File: config.mk
export PLATFORM = sky130hd
export DESIGN_NAME = ktane_bus_arb
export DESIGN_NICKNAME = d
export VERILOG_FILES = /design/src/rtl/ktane_bus_pkg.sv /design/src/rtl/ktane_addr_decode.sv /design/src/rtl/ktane_bus_arb.sv
export SDC_FILE = /design/constraint.sdc
export NUM_CORES = 1
export LEC_CHECK = 0
export BUFFER_PORTS_ARGS = -buffer_cell sky130_fd_sc_hd__buf_2
export CORE_MARGIN = 8
export CORE_UTILIZATION = 47
export DETAILED_ROUTE_END_ITERATION = 16
export PLACE_DENSITY = 0.8
export SYNTH_ARGS = -nofsm -noshare
export SYNTH_HDL_FRONTEND = slang
export SYNTH_SLANG_ARGS = --single-unit
File: constraint.sdc
create_clock -name clk -period 3.7 [get_ports clk]
set_clock_uncertainty 0.1 [all_clocks]
set_input_delay 0.185 -clock clk [delete_from_list [all_inputs] [get_ports clk]]
set_output_delay 0.185 -clock clk [all_outputs]
set_load 0.01 [all_outputs]
File: src/rtl/ktane_bus_pkg.sv
// Shared definitions for the KTANE peripheral bus: region map, read-mux
// encodings and the arbiter FSM states.
package ktane_bus_pkg;

    // Region identifiers; the value doubles as the region_en bit index
    typedef enum logic [2:0] {
        REG_RAM    = 3'd0,
        REG_BUTTON = 3'd1,
        REG_KEYPAD = 3'd2,
        REG_MORSE  = 3'd3,
        REG_WIRES  = 3'd4,
        REG_EXTRAS = 3'd5
    } region_e;

    localparam int EN_RAM    = 0;
    localparam int EN_BUTTON = 1;
    localparam int EN_KEYPAD = 2;
    localparam int EN_MORSE  = 3;
    localparam int EN_WIRES  = 4;
    localparam int EN_EXTRAS = 5;

    // Read-mux select; morse has no read path and parks on ram
    localparam logic [2:0] SEL_RAM    = 3'd0;
    localparam logic [2:0] SEL_BUTTON = 3'd1;
    localparam logic [2:0] SEL_KEYPAD = 3'd2;
    localparam logic [2:0] SEL_WIRES  = 3'd3;
    localparam logic [2:0] SEL_EXTRAS = 3'd4;

    // Inclusive region bounds; 0xFFFC-0xFFFF is left unmapped
    localparam logic [15:0] RAM_BASE    = 16'h0000;
    localparam logic [15:0] RAM_LIMIT   = 16'hBFFF;
    localparam logic [15:0] BTN_BASE    = 16'hC000;
    localparam logic [15:0] BTN_LIMIT   = 16'hCCCB;
    localparam logic [15:0] KEY_BASE    = 16'hCCCC;
    localparam logic [15:0] KEY_LIMIT   = 16'hD997;
    localparam logic [15:0] MORSE_BASE  = 16'hD998;
    localparam logic [15:0] MORSE_LIMIT = 16'hE663;
    localparam logic [15:0] WIRES_BASE  = 16'hE664;
    localparam logic [15:0] WIRES_LIMIT = 16'hF32F;
    localparam logic [15:0] EXTRA_BASE  = 16'hF330;
    localparam logic [15:0] EXTRA_LIMIT = 16'hFFFB;

    typedef enum logic [1:0] {
        ST_IDLE  = 2'd0,
        ST_ISSUE = 2'd1,
        ST_WAIT  = 2'd2,
        ST_ACK   = 2'd3
    } state_e;

endpackage

File: src/rtl/ktane_addr_decode.sv
// Combinational address decode: address -> one-hot region enable,
// read-mux select and unmapped flag. Shared by all bus masters.
module ktane_addr_decode
    import ktane_bus_pkg::*;
#(
    parameter int ADDR_WIDTH = 16
) (
    input  logic [ADDR_WIDTH-1:0] addr,
    output logic [5:0]            region_en,
    output logic [2:0]            bus_sel,
    output logic                  unmapped
);

    region_e rg;

    // Range match, then map the region to its enable bit and mux select
    always_comb begin
        rg        = REG_RAM;
        unmapped  = 1'b0;
        region_en = '0;
        bus_sel   = SEL_RAM;
        if (addr <= ADDR_WIDTH'(RAM_LIMIT))
            rg = REG_RAM;
        else if (addr >= ADDR_WIDTH'(BTN_BASE) && addr <= ADDR_WIDTH'(BTN_LIMIT))
            rg = REG_BUTTON;
        else if (addr >= ADDR_WIDTH'(KEY_BASE) && addr <= ADDR_WIDTH'(KEY_LIMIT))
            rg = REG_KEYPAD;
        else if (addr >= ADDR_WIDTH'(MORSE_BASE) && addr <= ADDR_WIDTH'(MORSE_LIMIT))
            rg = REG_MORSE;
        else if (addr >= ADDR_WIDTH'(WIRES_BASE) && addr <= ADDR_WIDTH'(WIRES_LIMIT))
            rg = REG_WIRES;
        else if (addr >= ADDR_WIDTH'(EXTRA_BASE) && addr <= ADDR_WIDTH'(EXTRA_LIMIT))
            rg = REG_EXTRAS;
        else
            unmapped = 1'b1;

        if (!unmapped) begin
            case (rg)
                REG_RAM:    begin region_en[EN_RAM]    = 1'b1; bus_sel = SEL_RAM;    end
                REG_BUTTON: begin region_en[EN_BUTTON] = 1'b1; bus_sel = SEL_BUTTON; end
                REG_KEYPAD: begin region_en[EN_KEYPAD] = 1'b1; bus_sel = SEL_KEYPAD; end
                REG_MORSE:  begin region_en[EN_MORSE]  = 1'b1; bus_sel = SEL_RAM;    end
                REG_WIRES:  begin region_en[EN_WIRES]  = 1'b1; bus_sel = SEL_WIRES;  end
                REG_EXTRAS: begin region_en[EN_EXTRAS] = 1'b1; bus_sel = SEL_EXTRAS; end
                default:    begin region_en = '0;              bus_sel = SEL_RAM;    end
            endcase
        end
    end

endmodule

File: src/rtl/ktane_bus_arb.sv
// Two-master round-robin arbiter and access sequencer for the KTANE bus.
// Each access runs IDLE -> ISSUE -> WAIT (RD_LATENCY cycles) -> ACK.
// Optional macro KTANE_BUS_ERR_CNT_EN builds a saturating unmapped-access
// counter on err_count; without it err_count is tied to 0.
module ktane_bus_arb
    import ktane_bus_pkg::*;
#(
    parameter int DATA_WIDTH = 16,
    parameter int ADDR_WIDTH = 16,
    parameter int RD_LATENCY = 2
) (
    input  logic                  clk,
    input  logic                  rst,
    input  logic                  m0_req,
    input  logic                  m0_we,
    input  logic [ADDR_WIDTH-1:0] m0_addr,
    input  logic [DATA_WIDTH-1:0] m0_wdata,
    input  logic                  m1_req,
    input  logic                  m1_we,
    input  logic [ADDR_WIDTH-1:0] m1_addr,
    input  logic [DATA_WIDTH-1:0] m1_wdata,
    output logic                  m0_gnt,
    output logic                  m0_ack,
    output logic [DATA_WIDTH-1:0] m0_rdata,
    output logic                  m0_err,
    output logic                  m1_gnt,
    output logic                  m1_ack,
    output logic [DATA_WIDTH-1:0] m1_rdata,
    output logic                  m1_err,
    output logic [ADDR_WIDTH-1:0] bus_addr,
    output logic [DATA_WIDTH-1:0] bus_data,
    output logic                  bus_we,
    output logic [5:0]            region_en,
    output logic [2:0]            bus_sel,
    input  logic [DATA_WIDTH-1:0] bus_q,
    output logic [7:0]            err_count
);

    state_e state, state_d;
    logic [3:0] wcnt, wcnt_d;
    logic       own, own_d;          // master owning the current access
    logic       ptr_last, ptr_d;     // last master served (1 = m1)
    logic       lat_we, lat_we_d;
    logic       lat_unm, lat_unm_d;
    logic       lat_morse, lat_morse_d;
    logic [1:0] gnt_q, gnt_d, ack_q, ack_d, err_q, err_d;
    logic [1:0][DATA_WIDTH-1:0] rdata_q, rdata_d;
    logic [ADDR_WIDTH-1:0] bus_addr_d;
    logic [DATA_WIDTH-1:0] bus_data_d;
    logic                  bus_we_d;
    logic [5:0]            region_en_d;
    logic [2:0]            bus_sel_d;

    // Round-robin winner: m1 takes a tie only when m0 was served last
    logic                  win;
    logic [ADDR_WIDTH-1:0] win_addr;
    logic [DATA_WIDTH-1:0] win_wdata;
    logic                  win_we;
    logic [5:0]            dec_en;
    logic [2:0]            dec_sel;
    logic                  dec_unm;

    assign win       = m1_req & (~m0_req | ~ptr_last);
    assign win_addr  = win ? m1_addr  : m0_addr;
    assign win_wdata = win ? m1_wdata : m0_wdata;
    assign win_we    = win ? m1_we    : m0_we;

    ktane_addr_decode #(.ADDR_WIDTH(ADDR_WIDTH)) u_dec (
        .addr      (win_addr),
        .region_en (dec_en),
        .bus_sel   (dec_sel),
        .unmapped  (dec_unm)
    );

    // Next-state and next-output logic; pulse-type outputs default to 0
    always_comb begin
        state_d     = state;
        wcnt_d      = wcnt;
        own_d       = own;
        ptr_d       = ptr_last;
        lat_we_d    = lat_we;
        lat_unm_d   = lat_unm;
        lat_morse_d = lat_morse;
        gnt_d       = gnt_q;
        ack_d       = '0;
        err_d       = '0;
        rdata_d     = '0;
        bus_addr_d  = '0;
        bus_data_d  = '0;
        bus_we_d    = 1'b0;
        region_en_d = '0;
        bus_sel_d   = bus_sel;
        case (state)
            ST_IDLE: begin
                if (m0_req || m1_req) begin
                    own_d       = win;
                    gnt_d       = win ? 2'b10 : 2'b01;
                    bus_addr_d  = win_addr;
                    bus_data_d  = win_wdata;
                    bus_we_d    = win_we;
                    region_en_d = dec_en;
                    bus_sel_d   = dec_sel;
                    lat_we_d    = win_we;
                    lat_unm_d   = dec_unm;
                    lat_morse_d = dec_en[EN_MORSE];
                    state_d     = ST_ISSUE;
                end
            end
            ST_ISSUE: begin
                wcnt_d  = 4'(RD_LATENCY - 1);
                state_d = ST_WAIT;
            end
            ST_WAIT: begin
                if (wcnt == 4'd0) begin
                    ack_d[own] = 1'b1;
                    err_d[own] = lat_unm;
                    if (!lat_we && !lat_unm && !lat_morse)
                        rdata_d[own] = bus_q;
                    state_d = ST_ACK;
                end else begin
                    wcnt_d = wcnt - 4'd1;
                end
            end
            ST_ACK: begin
                ptr_d     = own;
                gnt_d     = '0;
                bus_sel_d = SEL_RAM;
                state_d   = ST_IDLE;
            end
            default: state_d = ST_IDLE;
        endcase
    end

    // State and registered outputs; reset aborts any access in flight
    always_ff @(posedge clk or posedge rst) begin
        if (rst) begin
            state     <= ST_IDLE;
            wcnt      <= '0;
            own       <= 1'b0;
            ptr_last  <= 1'b1;
            lat_we    <= 1'b0;
            lat_unm   <= 1'b0;
            lat_morse <= 1'b0;
            gnt_q     <= '0;
            ack_q     <= '0;
            err_q     <= '0;
            rdata_q   <= '0;
            bus_addr  <= '0;
            bus_data  <= '0;
            bus_we    <= 1'b0;
            region_en <= '0;
            bus_sel   <= SEL_RAM;
        end else begin
            state     <= state_d;
            wcnt      <= wcnt_d;
            own       <= own_d;
            ptr_last  <= ptr_d;
            lat_we    <= lat_we_d;
            lat_unm   <= lat_unm_d;
            lat_morse <= lat_morse_d;
            gnt_q     <= gnt_d;
            ack_q     <= ack_d;
            err_q     <= err_d;
            rdata_q   <= rdata_d;
            bus_addr  <= bus_addr_d;
            bus_data  <= bus_data_d;
            bus_we    <= bus_we_d;
            region_en <= region_en_d;
            bus_sel   <= bus_sel_d;
        end
    end

    assign m0_gnt   = gnt_q[0];
    assign m1_gnt   = gnt_q[1];
    assign m0_ack   = ack_q[0];
    assign m1_ack   = ack_q[1];
    assign m0_err   = err_q[0];
    assign m1_err   = err_q[1];
    assign m0_rdata = rdata_q[0];
    assign m1_rdata = rdata_q[1];

`ifdef KTANE_BUS_ERR_CNT_EN
    logic [7:0] err_cnt_q;

    // Saturating count of unmapped accesses, bumped in each erroring ACK
    always_ff @(posedge clk or posedge rst) begin
        if (rst)
            err_cnt_q <= '0;
        else if (state == ST_ACK && lat_unm && err_cnt_q != 8'hFF)
            err_cnt_q <= err_cnt_q + 8'd1;
    end

    assign err_count = err_cnt_q;
`else
    assign err_count = '0;
`endif

endmodule

# Word-level counts from Yosys, hierarchy flattened
# Index checks and enable logic that the tools add are counted.
[totals]
ff_bits = 91
out_inout_bits = 88
wordCells = 122
[op_classes]
n_addsub = 1
n_lt_le_gt_ge = 13
eq_ne = 11
n_mux = 53
bitwise_logic = 6
reduce_logical = 21
[ops]
columns = ["operator", "count"]
rows = [
  ["two-way mux 16 bit", 7],
  ["less-or-equal comparator 16 bit (second input constant)", 6],
  ["two-way mux 32 bit", 3],
  ["greater-or-equal comparator 16 bit (second input constant)", 5],
  ["AND 32 bit", 1],
  ["two-way mux 3 bit", 8],
  ["two-way mux 6 bit", 3],
  ["demux 16 bit (select 1 bit)", 1],
  ["two-way mux 1 bit", 16],
  ["two-way mux 2 bit", 8],
  ["case mux 3 bit (4 select lines)", 1],
  ["logical AND 1 bit", 8],
  ["case mux 2 bit (4 select lines)", 1],
  ["case mux 4 bit (2 select lines)", 1],
  ["AND reduction 2 bit", 4],
  ["equality test 3 x 2 -> 1 bit (second input constant)", 2],
  ["equality test 3 bit (second input constant)", 2],
  ["inequality test 2 bit (second input constant)", 3],
  ["case mux 3 bit (2 select lines)", 1],
  ["equality test 2 bit (second input constant)", 2],
  ["zero test 4 bit", 1],
  ["two-way mux 4 bit", 1],
  ["case mux 2 bit (2 select lines)", 1],
  ["nonzero test 2 bit", 2],
  ["14 further kinds", 17],
]

# Logic depth before layout (Yosys ltp)
[depth]
depth_word = 17
depth_mapped = 7
mapped_depth_nobuf = 7

# Modules after synthesis
# From an unflattened synthesis, not the netlist that was laid out.
[unflattened]
cells_unflattened = 303
hier_area_um2 = 3826.2
[by_module_without_submodules]
columns = ["mod", "instances", "cells_per_inst", "area_each_um2", "seq_area_each_um2"]
rows = [
  ["ktane_bus_arb", 1, 264, 3564.7, 2278.4],
  ["ktane_addr_decode", 1, 39, 261.5, 0.0],
]

# Worst setup path before layout
# OpenSTA, ideal clock, no wires.
[synth_path]
path_kind = "register to register"
start = "reg state[0]"
end = "reg rdata_q, in the netlist m1_rdata[13]"
arrival_ps = 1646
t_required_ps = 3533
setup_slack_ps = 1887
stages_incl_launch_ff = 7
path_buffers = 1
synth_period_minus_slack_ps = 1813
cell_sequence = "dfrtp_1 > inv_1 > ha_1 > nand3b_1 > nor3b_1 > buf_2 > and3_1"
[synth_lines]
columns = ["item", "line", "text"]
rows = [
  ["start, declared", "ktane_bus_arb.sv:39", "state_e state, state_d;"],
  ["start signal, assigned", "ktane_bus_arb.sv:154", "state <= state_d;"],
  ["end signal, assigned", "ktane_bus_arb.sv:164", "rdata_q <= rdata_d;"],
  ["end, declared", "ktane_bus_arb.sv:47", "logic [1:0][DATA_WIDTH-1:0] rdata_q, rdata_d;"],
]

# Worst setup path in the final report
[layout_path]
start = "reg ptr_last"
end = "reg bus_data[1]"
[layout_via]
elab_chain_cells = 6
[layout_lines]
columns = ["item", "line", "text"]
rows = [
  ["start, declared", "ktane_bus_arb.sv:42", "logic ptr_last, ptr_d;"],
  ["start signal, assigned", "ktane_bus_arb.sv:157", "ptr_last <= ptr_d;"],
  ["inverter 1 bit", "ktane_bus_arb.sv:63", "assign win = m1_req & (~m0_req | ~ptr_last);"],
  ["bitwise OR 1 bit", "ktane_bus_arb.sv:63", ""],
  ["AND 1 bit", "ktane_bus_arb.sv:63", ""],
  ["two-way mux 16 bit", "ktane_bus_arb.sv:65", "assign win_wdata = win ? m1_wdata : m0_wdata;"],
  ["two-way mux 16 bit", "ktane_bus_arb.sv:95", "if (m0_req || m1_req) begin"],
  ["two-way mux 16 bit", "ktane_bus_arb.sv:93", "case (state)"],
  ["via bus_data_d[1]", "ktane_bus_arb.sv:49", "logic [DATA_WIDTH-1:0] bus_data_d;"],
  ["end signal, assigned", "ktane_bus_arb.sv:166", "bus_data <= bus_data_d;"],
  ["end, declared", "ktane_bus_arb.sv:31", "output logic [DATA_WIDTH-1:0] bus_data,"],
]
# The timed path passes the listed nets, and every way through them passes these cells.
# A chain may end at the register's enable or synchronous reset.

==> qor.txt <==
======================================================================================================
Width of the chip                                                                               106 um
Syn-to-layout area delta                                                                         46.7%
Vertical die dimension                                                                          106 um
Final Hold Viols                                                                                     5
Estimated wirelength of the detail-placed design                                               8270 um
Storage cell area                                                                             2280 um2
Number of vias per cell after detailed routing                                                    5.35
Worst VDD drop                                                                                0.307 mV
Total instance count after detailed placement                                                      626
Clock transition at the register clock pins on the worst setup and hold paths after CTS        0.09 ns
Slowest cell on the critical path                                                         sky130_fd_sc_hd__dlygate4sd3_1
Post-Synth Adder-Cell Area                                                                       1.63%
Minimum clock period after layout                                                              2.34 ns
Count of placed standard cells in the final layout, fillers left out                               711
Port Buf Inserts                                                                                   165
Placer's final routability congestion estimate                                                   0.864
Longest individual stage delay on the worst path                                               0.57 ns
Worst Setup End Kind                                                                         flip-flop
Area taken by multi-input logic gates                                                         1450 um2
Compound-gate portion of the synthesized area                                                    13.6%
Violated checks                                                                           negative hold slack
Routed wire length on met3                                                                     1590 um
CTS root buffer                                                                           sky130_fd_sc_hd__clkbuf_8
Starting density of the core                                                                     47.6%
Crit path buffers/inverters                                                                          2
Most used standard cells in the synthesized netlist                                       90 x sky130_fd_sc_hd__dfrtp_1, 78 x sky130_fd_sc_hd__nand2_1, 37 x sky130_fd_sc_hd__a21oi_1
Amount of wire on met2 after detailed routing                                                  5700 um
Startpoint kind of the worst setup timing path                                               flip-flop
Total power per unit cell area                                                              531 nW/um2
Maximum clock rate                                                                           0.427 GHz
Launch point of the critical path                                                         ptr_last$_DFFE_PP1P_
Crit Path Category                                                                          reg -> reg
Post-Place Setup Slack                                                                         1.58 ns
Leakage power total                                                                            3.16 nW
Fraction of final layout cells sized beyond drive strength 1                                     32.8%
Final-report max-slew violation count                                                                0
Worst-Margin Slew                                                                              1.11 ns
Count of distinct cell types in the synthesized netlist                                             49
Skew-Pair Late Insertion Delay                                                                 0.35 ns
TritonCTS Buffers                                                                                    9
Core Rows                                                                                           33
Max-cap violations                                                                                   0
Number of global-route vias before repair                                                         3937
Proportion of synthesized area in mux cells                                                      1.14%
Vias post-DR                                                                                      3803
Period utilization                                                                               63.2%
Final design area excluding fillers                                                           5620 um2
Synthesized flop and latch total                                                                    91
Total track usage                                                                                21.7%
Total Power                                                                                    2.98 mW
Clock Sinks                                                                                         91
Most frequent cell after synthesis                                                        sky130_fd_sc_hd__dfrtp_1
Leftover overflow at the end of global routing                                                       0
Final standard cell utilization of the core                                                      69.8%
Number of flops mapped to enable cells by yosys                                                      0
Post-Route M1 WL                                                                               4880 um
Dominant combinational cell family by area after synthesis                                simple AND/OR/NAND/NOR gates
Routed len/inst                                                                                17.5 um
Seq/Total Area, Yosys                                                                            59.5%
Top_reg_cell synth                                                                        sky130_fd_sc_hd__dfrtp_1
Core area                                                                                     8050 um2
Maximum buffer depth of the clock tree                                                               2
Routed wire length                                                                            12500 um
Global-route wire length before repair                                                        19700 um
Mean instance size in the synthesized netlist                                                 10.3 um2
Xor/xnor share of the synthesized area                                                              0%
Critical path data arrival time                                                                2.52 ns
Number of detailed-route iterations in the first pass                                                5
Asr flop ratio synth                                                                              100%
Number of top-level design ports                                                                   174
Post-detailed-route count of antenna-violating nets                                                  0
Setup violation total in the final timing report                                                     0
DRC violations left                                                                                  0
Maximum number of pins on one net before global-route repair                                        92
Filler cell count                                                                                  583
Synth Area in Simple Gates                                                                       20.1%
Required time at the endpoint of the critical path                                             3.89 ns
Total number of yosys warnings                                                                       0
Post-route worst setup slack                                                                   1.36 ns
Total Die Area                                                                               11300 um2
Count of antenna diodes in the layout                                                                0
Kind of cell with the highest combined delay on the critical path                         buffers and inverters
Relative slew slack                                                                              25.5%
Result of the run                                                                         complete, but fails checks
Yosys top cell area share                                                                        58.8%
Unrepaired setup endpoints after global routing                                                  false
Uppermost metal layer occupied by signal nets                                                     met4
Post-synthesis cell area                                                                      3830 um2
Cell area reported after detailed placement                                                   4740 um2
Worst R2R Start                                                                           ptr_last$_DFFE_PP1P_
H-tree levels                                                                                        3
Fin Setup TNS                                                                                     0 ns
Top fanout value on the critical path                                                               25
Crit path cell chain                                                                      a21boi_4 -> buf_4 -> nand2_1 -> a21oi_1 -> dlygate4sd3_1
Top area cells in the synthesized netlist                                                 sky130_fd_sc_hd__dfrtp_1 59%, sky130_fd_sc_hd__nand2_1 7.6%, sky130_fd_sc_hd__and3_1 5.4%, sky130_fd_sc_hd__a21oi_1 4.8%, sky130_fd_sc_hd__ha_1 1.6%
Net total in the final layout                                                                      692
Most area-hungry cell type in the Yosys netlist                                           sky130_fd_sc_hd__dfrtp_1
TritonCTS clock tree                                                                             built
Class of the most critical hold timing path                                                in -> async
Cell count after synthesis                                                                         371
Antenna violations before repair                                                                     0
Worst hold margin                                                                           -0.0167 ns
Number of design-rule violations left by the first detailed-router iteration                       183
======================================================================================================
kinds of logic (layout without fill, tap and decap cells):
kind of cell	after synthesis	count (layout)
AO/OA/AOI/OAI	81	81
adder cells (fa/ha/maj)	5	5
buffers and inverters	32	260
flip-flops	91	91
multiplexers	4	4
other	1	8
AND/OR/NAND/NOR	157	157
power by group:
part           total (mW)  internal (mW)  switching, mW
clock network       0.631          0.284          0.348
registers            1.27           1.18         0.0875
logic                1.08          0.463          0.622
total                2.98           1.93           1.06
layout by cell type (no fill, tap or decap), types with 6 or more instances in the layout:
cell                            netlist  final
sky130_fd_sc_hd__o21ai_0             11     11
sky130_fd_sc_hd__conb_1               1      8
sky130_fd_sc_hd__a21oi_1             37     37
sky130_fd_sc_hd__nand4_1              6      6
sky130_fd_sc_hd__clkbuf_8             0     11
sky130_fd_sc_hd__nor2_1               9      9
sky130_fd_sc_hd__dlygate4sd3_1        0     68
sky130_fd_sc_hd__and3_1              33     33
sky130_fd_sc_hd__nand2_1             78     78
sky130_fd_sc_hd__dfrtp_1             90     90
sky130_fd_sc_hd__buf_2                3    165
path summary, 6_finish.rpt:
path,end,slack [ns],cells past startpoint
max,bus_data[1]$_DFF_PP0_,1.36,5
min,m1_rdata[4]$_DFF_PP0_,-0.02,2
max reg2reg,bus_data[1]$_DFF_PP0_,1.36,5
min reg2reg,gnt_q[0]$_DFFE_PP0P_,0.40,1
max in group asynchronous,bus_data[2]$_DFF_PP0_,2.78,2
min in group clk,bus_addr[12]$_DFF_PP0_,0.02,3
registers in the layout, indices dropped and copies added, names as in the netlist, 2 cells and up:
register and count:
err_q 2, state 2, wcnt 4, m1_rdata 16, bus_data 16, ack_q 2
m0_rdata 16, region_en 6, bus_sel 3, gnt_q 2, bus_addr 16
what timing repair did:
action                                 in CTS  in global routing
hold buffers                               68                  0
gates resized for setup                     0                  0
endpoints found under the hold margin      59                  0
setup buffers                               0                  0
area by class of cell:
| class | instances | share of cell area, % |
|---|---|---|
| multi-input cells | 255 | 25.8 |
| repair buffers | 238 | 27.5 |
| flip-flops and latches | 91 | 40.5 |
| well taps | 105 | 2.34 |
| inverters | 6 | 0.445 |
| clock buffers | 11 | 2.69 |
| clock inverters | 5 | 0.623 |
layer usage:
metal,vias up,global-route usage [%]
li1,1737,-
met1,1807,25.5
met2,228,33.9
met3,31,9.80
met4,0,8.64
met5,-,0
Note: power is estimated with default switching activity, not from simulation.
